[config.mk]
export PLATFORM = sky130hd
export DESIGN_NAME = lsu_mem_ctrl
export DESIGN_NICKNAME = d
export VERILOG_FILES = /design/src/rtl/lsu_mem_ctrl.sv
export SDC_FILE = /design/constraint.sdc
export NUM_CORES = 1
export LEC_CHECK = 0
export ABC_AREA = 1
export CAP_MARGIN = 30
export CORE_AREA = 2 2 114 116
export CTS_CLUSTER_SIZE = 28
export DETAILED_ROUTE_END_ITERATION = 16
export DIE_AREA = 0 0 116 118
export PLACE_DENSITY = 0.82
export SLEW_MARGIN = 5
export SYNTH_ARGS = -nofsm -noshare
export SYNTH_HDL_FRONTEND = slang
export SYNTH_SLANG_ARGS = --single-unit
[constraint.sdc]
create_clock -name clk -period 4.76 [get_ports clk]
set_input_delay 0.952 -clock clk [delete_from_list [all_inputs] [get_ports clk]]
set_output_delay 0.952 -clock clk [all_outputs]
set_load 0.05 [all_outputs]
[src/rtl/lsu_mem_ctrl.sv]
`default_nettype none
// ============================================================================
// Module   : lsu_mem_ctrl
// Purpose  : Load/store memory controller between execute stage and data
//            memory. Decodes RV32 load/store instructions, aligns store data
//            onto byte lanes with byte enables, runs a req/gnt/rvalid
//            handshake and stalls the core while an access is in flight.
//            Loaded words are returned right-shifted so the addressed
//            byte/half sits at bit 0 for the downstream extension unit.
// Revision : 1.0 - initial release
// ----------------------------------------------------------------------------
// Ports
//   clk, rst_n          clock (rising edge), asynchronous active-low reset
//   valid_i             inst_i/addr_i/wdata_i valid this cycle
//   inst_i              instruction (opcode [6:0], funct3 [14:12])
//   addr_i              effective byte address
//   wdata_i             store data (rs2)
//   stall_o             hold PC/pipeline
//   done_o              one-cycle pulse: instruction may retire
//   rdata_o             lane-shifted load word
//   misalign_o          one-cycle pulse: misaligned access rejected
//   err_o               one-cycle pulse: access aborted on timeout
//   mem_req_o           memory request
//   mem_we_o            1 = write
//   mem_addr_o          word-aligned address
//   mem_be_o            byte enables
//   mem_wdata_o         lane-replicated store data
//   mem_gnt_i           request accepted
//   mem_rvalid_i        read data valid
//   mem_rdata_i         read data
// ============================================================================
module lsu_mem_ctrl #(
  parameter int WIDTH   = 32,
  parameter int TIMEOUT = 255
) (
  input  logic             clk,
  input  logic             rst_n,
  input  logic             valid_i,
  input  logic [WIDTH-1:0] inst_i,
  input  logic [WIDTH-1:0] addr_i,
  input  logic [WIDTH-1:0] wdata_i,
  output logic             stall_o,
  output logic             done_o,
  output logic [WIDTH-1:0] rdata_o,
  output logic             misalign_o,
  output logic             err_o,
  output logic             mem_req_o,
  output logic             mem_we_o,
  output logic [WIDTH-1:0] mem_addr_o,
  output logic [3:0]       mem_be_o,
  output logic [WIDTH-1:0] mem_wdata_o,
  input  logic             mem_gnt_i,
  input  logic             mem_rvalid_i,
  input  logic [WIDTH-1:0] mem_rdata_i
);

  localparam int               CNT_W       = $clog2(TIMEOUT + 1);
  localparam logic [CNT_W-1:0] TIMEOUT_CNT = CNT_W'(TIMEOUT);
  localparam logic [6:0]       OPC_LOAD    = 7'b0000011;
  localparam logic [6:0]       OPC_STORE   = 7'b0100011;

  typedef enum logic [1:0] {
    IDLE = 2'd0,
    REQ  = 2'd1,
    WAIT = 2'd2,
    RESP = 2'd3
  } state_t;

  state_t           state;
  logic [CNT_W-1:0] count;
  logic             load_q;     // current access is a load
  logic [1:0]       offset_q;   // byte offset used to shift the load word

  // --------------------------------------------------------------------------
  // Instruction decode
  // --------------------------------------------------------------------------
  logic [6:0] opcode;
  logic [2:0] funct3;
  logic       is_load;
  logic       is_store;
  logic       is_mem_op;
  logic       misaligned;
  logic       in_idle;
  logic       accept;
  logic       reject;

  assign opcode = inst_i[6:0];
  assign funct3 = inst_i[14:12];

  // Only rd/rs fields and the upper immediate bits are left unused here.
  logic unused_inst_bits;
  assign unused_inst_bits = ^{inst_i[WIDTH-1:15], inst_i[11:7]};

  always_comb begin
    is_load = 1'b0;
    if (opcode == OPC_LOAD) begin
      case (funct3)
        3'b000, 3'b001, 3'b010, 3'b100, 3'b101: is_load = 1'b1;
        default:                                is_load = 1'b0;
      endcase
    end
  end

  assign is_store  = (opcode == OPC_STORE) && !funct3[2] && (funct3[1:0] != 2'b11);
  assign is_mem_op = is_load || is_store;

  // funct3[1:0] encodes the access size: 00 byte, 01 half, 10 word.
  always_comb begin
    misaligned = 1'b0;
    case (funct3[1:0])
      2'b01:   misaligned = addr_i[0];
      2'b10:   misaligned = (addr_i[1:0] != 2'b00);
      default: misaligned = 1'b0;
    endcase
  end

  // rst_n is folded in so the combinational IDLE responses are also quiet
  // while reset is held, even if the core keeps valid_i high.
  assign in_idle = rst_n && (state == IDLE);
  assign accept  = in_idle && valid_i && is_mem_op && !misaligned;
  assign reject  = in_idle && valid_i && is_mem_op && misaligned;

  // --------------------------------------------------------------------------
  // Byte-lane steering for the access being accepted
  // --------------------------------------------------------------------------
  logic [3:0]       be_next;
  logic [WIDTH-1:0] wdata_next;

  always_comb begin
    be_next    = 4'b1111;
    wdata_next = wdata_i;
    case (funct3[1:0])
      2'b00: begin
        be_next    = 4'b0001 << addr_i[1:0];
        wdata_next = WIDTH'({4{wdata_i[7:0]}});
      end
      2'b01: begin
        be_next    = 4'b0011 << {addr_i[1], 1'b0};
        wdata_next = WIDTH'({2{wdata_i[15:0]}});
      end
      default: begin
        be_next    = 4'b1111;
        wdata_next = wdata_i;
      end
    endcase
  end

  // --------------------------------------------------------------------------
  // Timeout: the counter starts at zero on the first REQ cycle and counts
  // every REQ/WAIT cycle. The cycle in which it equals TIMEOUT is the abort
  // cycle: the request is withdrawn and any gnt/rvalid there is ignored.
  // --------------------------------------------------------------------------
  logic busy;
  logic timed_out;

  assign busy      = (state == REQ) || (state == WAIT);
  assign timed_out = busy && (count == TIMEOUT_CNT);

  // --------------------------------------------------------------------------
  // Control FSM
  // --------------------------------------------------------------------------
  always_ff @(posedge clk or negedge rst_n) begin
    if (!rst_n) begin
      state       <= IDLE;
      count       <= '0;
      load_q      <= 1'b0;
      offset_q    <= 2'b00;
      mem_we_o    <= 1'b0;
      mem_addr_o  <= '0;
      mem_be_o    <= 4'b0000;
      mem_wdata_o <= '0;
      rdata_o     <= '0;
    end else begin
      case (state)
        IDLE: begin
          if (accept) begin
            state       <= REQ;
            count       <= '0;
            load_q      <= is_load;
            offset_q    <= addr_i[1:0];
            mem_we_o    <= is_store;
            mem_addr_o  <= {addr_i[WIDTH-1:2], 2'b00};
            mem_be_o    <= be_next;
            mem_wdata_o <= wdata_next;
          end
        end

        REQ: begin
          if (timed_out) begin
            rdata_o <= '0;
            state   <= RESP;
          end else begin
            count <= count + CNT_W'(1);
            if (mem_gnt_i) begin
              state <= load_q ? WAIT : RESP;
            end
          end
        end

        WAIT: begin
          if (timed_out) begin
            rdata_o <= '0;
            state   <= RESP;
          end else begin
            count <= count + CNT_W'(1);
            if (mem_rvalid_i) begin
              rdata_o <= mem_rdata_i >> {offset_q, 3'b000};
              state   <= RESP;
            end
          end
        end

        RESP: begin
          state <= IDLE;
        end

        default: begin
          state <= IDLE;
        end
      endcase
    end
  end

  // --------------------------------------------------------------------------
  // Outputs decoded from the registered state; only the IDLE responses
  // (accept stall, misalign reject) depend on the current inputs.
  // --------------------------------------------------------------------------
  assign mem_req_o  = (state == REQ) && !timed_out;
  assign stall_o    = busy || accept;
  assign done_o     = (state == RESP) || reject;
  assign misalign_o = reject;
  assign err_o      = timed_out;

endmodule
`default_nettype wire

==> results of run 1 <==
## through the flow
step           instances  area (um^2)  setup WS (ns)
2_1_floorplan        684         5660           1.10
3_3_place_gp        1039         7810          0.857
3_5_place_dp        1039         7810          0.838
4_1_cts             1055         8130          0.841
5_1_grt             1055         8130          0.663
6_report            1055         8130          0.842
## worst register-to-register path, delay by kind of cell, from the launching register on
kind | cells | cell delay, ns
fa+ha+maj | 1 | 0.46
buf+inv | 2 | 0.51
flops | 1 | 0.42
simple gates | 5 | 1.11
## per-layer routing
metal	vias to the layer above	share of wire [%]	GRT usage [%]
li1	2590	-	-
met4	0	2.2	8.04
met3	21	11	8.44
met2	198	47	37.6
met5	-	0	0
met1	2431	41	29.9
## state kept, by name, summed over array words and instances, names as in the netlist
| register | count |
|---|---|
| mem_wdata_o | 32 |
| offset_q | 2 |
| count | 8 |
| mem_be_o | 4 |
| mem_addr_o | 30 |
| rdata_o | 32 |
| state | 2 |
| load_q | 1 |
| mem_we_o | 1 |
## kinds of logic (layout without fill, tap and decap cells)
family                     count (synthesis)  after routing  share of synthesized area, %
AOI/OAI and AO/OA                        141            141                          15.5
xor gates and xnor gates                   2              2                         0.310
adders and majority gates                 10             10                          2.21
buffers and inverters                     84            283                          7.43
DFF                                      112            112                          49.5
other                                      1              2                        0.0663
and+or+nand+nor                          333            333                          25.0
## cell usage after synthesis
cell type / n
nand2_1: 249
dfrtp_1: 112
o21ai_0: 50
inv_1: 43
nor2_1: 38
o21ai_1: 34
a21oi_1: 21
nand3_1: 20
o31ai_2: 14
buf_2: 11
clkbuf_1: 10
ha_1: 10
buf_6: 9
buf_4: 6
nand2_4: 5
o21ai_2: 5
o32ai_1: 5
or2_2: 5
o211ai_1: 4
inv_2: 3
nand4_1: 3
nor2_2: 3
o22ai_1: 3
nand2_2: 2
nand3_4: 2
nand3b_1: 2
nor2_4: 2
o31ai_1: 2
a22o_1: 1
and3_1: 1
clkinv_1: 1
clkinv_2: 1
conb_1: 1
nand3b_4: 1
o21a_1: 1
o21bai_1: 1
xnor2_1: 1
xor2_1: 1
## how the worst max path moves through the flow
stage | to | slack, ns | start
after floorplan | done_o | 1.10 | inst_i[13]
after global placement | done_o | 0.86 | inst_i[13]
after detailed placement | done_o | 0.84 | inst_i[13]
after CTS | done_o | 0.84 | inst_i[13]
after global routing | done_o | 0.66 | inst_i[13]
final | done_o | 0.84 | inst_i[13]
## report_power, final
part	total, W	switching [W]	internal [W]	leakage (nW)
sequential	0.00111	0.0000630	0.00104	1.54
combinational	0.00118	0.000789	0.000389	2.04
clock	0.000795	0.000343	0.000452	0.155
total	0.00308	0.00119	0.00189	3.74
## area by class of cell
cell class | count | share of cell area (%)
multi-input cells | 488 | 30.0
inverters | 48 | 2.23
flip-flops and latches | 112 | 34.5
repair buffers | 219 | 26.7
clock inverters | 4 | 0.631
well taps | 172 | 2.65
clock buffers | 12 | 3.28
==> run metrics, run 1 <==
outcome=finished, final reports clean; # diodes=0; register area=2800 um^2; Clock Path Buffers=2; TritonRoute pass-1 iters=7; Vias=5240; Row Count=41; Worst-Margin Slew=0.927 ns; setup TNS=0 ns; Starting Density=45.6%; die outline width=116 um; kind of cell adding the most delay to the critical path=simple AND/OR/NAND/NOR gates; post-layout util=65.5%; FMAX=255 MHz; crit path time final=3.92 ns; hold depth=2; core area=12400 um^2; CP dominant cell by count=nand2_1; Synth Cell Area=5660 um^2; area delta synth->final=43.6%; H-tree Lvls=3; final WL=roughly 16 mm; # fillers=1078; Final Max Tran Viols=0; startpoint types=input pin; RePlAce Congestion=0.834; final setup fails=0; register bit count reported by yosys=around 110; RR Endpoint=rdata_o[3]; Skew-Pair Late Insertion Delay=0.34 ns; R2R Path Start=state[0]; kind of critical path=input pin to output pin; CP required=3.81 ns; most frequent cells in the layout=nand2_1, clkdlybuf4s50_1, dfrtp_1; worst-path cell chain=clkdlybuf4s50_1 -> inv_1 -> ha_1 -> nor2_2 -> nand2_1 -> nand3_1 -> nand2_2 -> nand2_1 -> nor2_1 -> or2_2 -> buf_4; number of hold violations in the final report=0; Reg2Reg Setup Slack=2.13 ns; I/O pins=239; Clock Skews=approximately 0.0062 ns; Buffers & Inverters on Critical Path=3; reg2reg path depth=8; multi-input logic area=2440 um^2; GR Util All Layers=between 20% and 30%; maximum vdd drop=0.000164 V; Setup Fix Bufs, Post-CTS=0; Cells after Synth=683; Wirelength per Cell=14.7 um; Worst path max stage delay=about 0.52 ns; CP Data Arrival Time=2.97 ns; Synth warnings=0; Yosys top cell by area=dfrtp_1; Hold Crit Start=rdata_o[5]; hold path endpoint=rdata_o[5]; pwr/cell area=379 nW/um^2; GR Overflow Total=0; pin count of the biggest net entering global routing=96; clock input transition at the sequential cells of the worst setup and hold paths=0.07 ns; Post-DP HPWL=11.1 mm; crit-path max FO=11; Final ANT Viol Nets=0; Vert. Die Dim=118 um; IO buf count=214; Tot Pwr=a little over 0.003 W; # DRC=0; CP Capture Type=output pin; share of layout cells above drive strength 1=7.70%; Total Die Area=13700 um^2; vias per cell=4.97; hold slack=0.483 ns; Synth top area share=about half; Post-CTS Hold Fix Bufs=0; CTS tree=yes; ranking of synthesized cells by area=dfrtp_1, nand2_1, o21ai_0; slowest CP cell=clkdlybuf4s50_1; WP depth=11; Layout Nets=between 1000 and 1500; synthesized area per cell=8.29 um^2; initial antenna violation count=0; max cap viols=0; DRT iter0 DRCs=406; post-synthesis sequential area ratio=49.5%; Synth cell types=38; number of global-route vias before repair=5122; Hold Crit Class=flip-flop to flip-flop; Max transition margin=about two fifths; CTS buffer count=9; CTS sink cnt=112; first-pass GRT wire length=25.5 mm; most common cell after layout, fill and taps aside=nand2_1; CTS root buffer=clkbuf_16; Resize count post-CTS=0; Leak Pwr=3.74 nW; RSZ-0062 raised after global routing=false; crit share post-route=82.3%
Note: power is estimated with default switching activity, not from simulation.
==> run 2, diff against run 1 <==
--- a/config.mk
+++ b/config.mk
@@ -7,11 +7,11 @@
 export LEC_CHECK = 0
 export ABC_AREA = 1
 export CAP_MARGIN = 30
-export CORE_AREA = 2 2 114 116
+export CORE_AREA = 2 2 118 120
 export CTS_CLUSTER_SIZE = 28
 export DETAILED_ROUTE_END_ITERATION = 16
-export DIE_AREA = 0 0 116 118
-export PLACE_DENSITY = 0.82
+export DIE_AREA = 0 0 120 122
+export PLACE_DENSITY = 0.77
 export SLEW_MARGIN = 5
 export SYNTH_ARGS = -nofsm -noshare
 export SYNTH_HDL_FRONTEND = slang
==> constraint.sdc (replaced) <==
create_clock -name clk -period 3.8 [get_ports clk]
set_input_delay 0.76 -clock clk [delete_from_list [all_inputs] [get_ports clk]]
set_output_delay 0.76 -clock clk [all_outputs]
set_load 0.05 [all_outputs]
==> run 2 against run 1 <==
Largest cell class unchanged. Wire length up 2.3%. Hold slack worse by 0.0013 ns. Clock skew decreased by 0.00076 ns. Worst setup slack lost 0.54 ns. Flip-flop and latch count unchanged. Sequential power is 25% higher. Highest routed layer unchanged. First-iteration DRC count shrank 21%. Critical path type unchanged.
==> run metrics, run 2 (synthesized netlist as in run 1, its figures left out) <==
outcome=finished, final reports clean; CP Data Arrival Time=2.74 ns; DP Worst Slack=roughly 0.24 ns; number of hold violations in the final report=0; share of layout cells above drive strength 1=8.00%; Vert. Die Dim=122 um; Starting Density=between 40% and 50%; CTS buffer count=9; clock input transition at the sequential cells of the worst setup and hold paths=~0.080 ns; initial antenna violation count=0; Clock Path Buffers=2; GR Util met1=27.3%; I/O pins=239; # fillers=about 1200; GRT busiest layer=met2; met3 usage=7.82%; GR Util All Layers=between 20 and 25%; Resize count post-CTS=0; Vias=5217; IO buf count=214; crit-path max FO=6; CP Capture Type=output pin; area delta synth->final=44.8%; Post-CTS Hold Fix Bufs=0; RSZ-0062 raised after global routing=false; die outline width=120 um; GR Overflow Total=0; biggest regs=mem_wdata_o (32), rdata_o (32), mem_addr_o (30); Cell Count Post-Placement=1051; H-tree Lvls=3; Post-DP HPWL=11.5 mm; worst setup margin=0.301 ns; most frequent cells in the layout=nand2_1, clkdlybuf4s50_1, dfrtp_1; CTS sink cnt=112; Hold Crit Class=flip-flop to flip-flop; Total Die Area=14600 um^2; crit share post-route=between 90 and 100%; startpoint types=input pin; maximum vdd drop=0.000239 V; DRT iter0 DRCs=320; # DRC=0; # diodes=0; Wirelength per Cell=14.9 um; Final Max Tran Viols=0; number of global-route vias before repair=4923; RePlAce Congestion=0.839; CP required=3.04 ns; Clock Skews=0.00549 ns; Final ANT Viol Nets=0; TritonRoute pass-1 iters=5; Max transition margin=41.5%; final WL=15.9 mm; FMAX=286 MHz; Skew-Pair Late Insertion Delay=0.35 ns; kind of critical path=input pin to output pin; non-filler cells, final=1067; max cap viols=0; Row Count=43; Layout Nets=1025; Worst-Margin Slew=0.877 ns; first-pass GRT wire length=25.2 mm; pwr/cell area=479 nW/um^2; pin count of the biggest net entering global routing=97; CTS tree=yes; Leak Pwr=3.77 nW; most common cell after layout, fill and taps aside=nand2_1; setup TNS=0 ns; CTS root buffer=clkbuf_16; core area=13500 um^2; post-layout util=approximately 61%; vias per cell=~5; crit path time final=3.50 ns; grt met2 use=34.9%; Setup Fix Bufs, Post-CTS=0; final setup fails=0
## run 2: changes by cell type in the layout (fill, tap and decap cells not counted), sizes merged
| cell | change |
|---|---|
| bufinv | +1 |
| clkinvlp | -1 |
| clkbuf | -1 |
| inv | +1 |
| buf | +4 |
## run 2: path summary, 6_finish.rpt
path                                  endpoint      startpoint  slack, ns  cells past startpoint
max in group asynchronous       mem_wdata_o[9]           rst_n       2.02                      3
worst max register to register      rdata_o[6]        state[0]       1.08                      9
worst max-delay path                    done_o      inst_i[13]       0.30                     10
worst min register to register  mem_addr_o[31]  mem_addr_o[31]       0.48                      2
min in group asynchronous       mem_addr_o[11]           rst_n       0.57                      2
worst min-delay path            mem_addr_o[31]  mem_addr_o[31]       0.48                      2
## run 2: through the flow
stage          power (W)  cell area [um^2]  hold slack [ns]
3_5_place_dp     0.00290              7860            0.464
2_1_floorplan    0.00243              5660            0.459
4_1_cts          0.00395              8190            0.485
6_report         0.00392              8190            0.482
5_1_grt          0.00413              8190            0.510
3_3_place_gp     0.00288              7860            0.462
## run 2: layout make-up
| cell class | count | area [um^2] | area share [%] |
|---|---|---|---|
| Clock buffer | 11 | 243 | 2.96 |
| Inverter | 48 | 181 | 2.21 |
| Tap cell | 180 | 225 | 2.75 |
| Multi-Input combinational cell | 488 | 2440 | 29.8 |
| Sequential cell | 112 | 2800 | 34.2 |
| Clock inverter | 5 | 88.8 | 1.08 |
| Timing Repair Buffer | 223 | 2210 | 27.0 |
## run 2: per-layer routing
metal	up-vias	share of wire (%)
met4	0	2.4
met3	24	9.7
li1	2595	-
met2	210	47
met1	2388	41
met5	-	0
## run 2: critical path, cell delays in order
cell	delay, ns
clkdlybuf4s50_1	0.46
inv_1	0.13
ha_1	0.33
buf_4	0.22
inv_2	0.06
o21ai_1	0.13
nand2_1	0.12
nor2_1	0.19
or2_2	0.14
buf_4	0.19
## run 2: report_power, final
group          internal (W)  leakage [nW]  switching [W]  total, W
logic              0.000488          2.07       0.000986   0.00147
clock network      0.000604         0.162       0.000449   0.00105
registers           0.00131          1.54      0.0000864   0.00139
total               0.00240          3.77        0.00152   0.00392
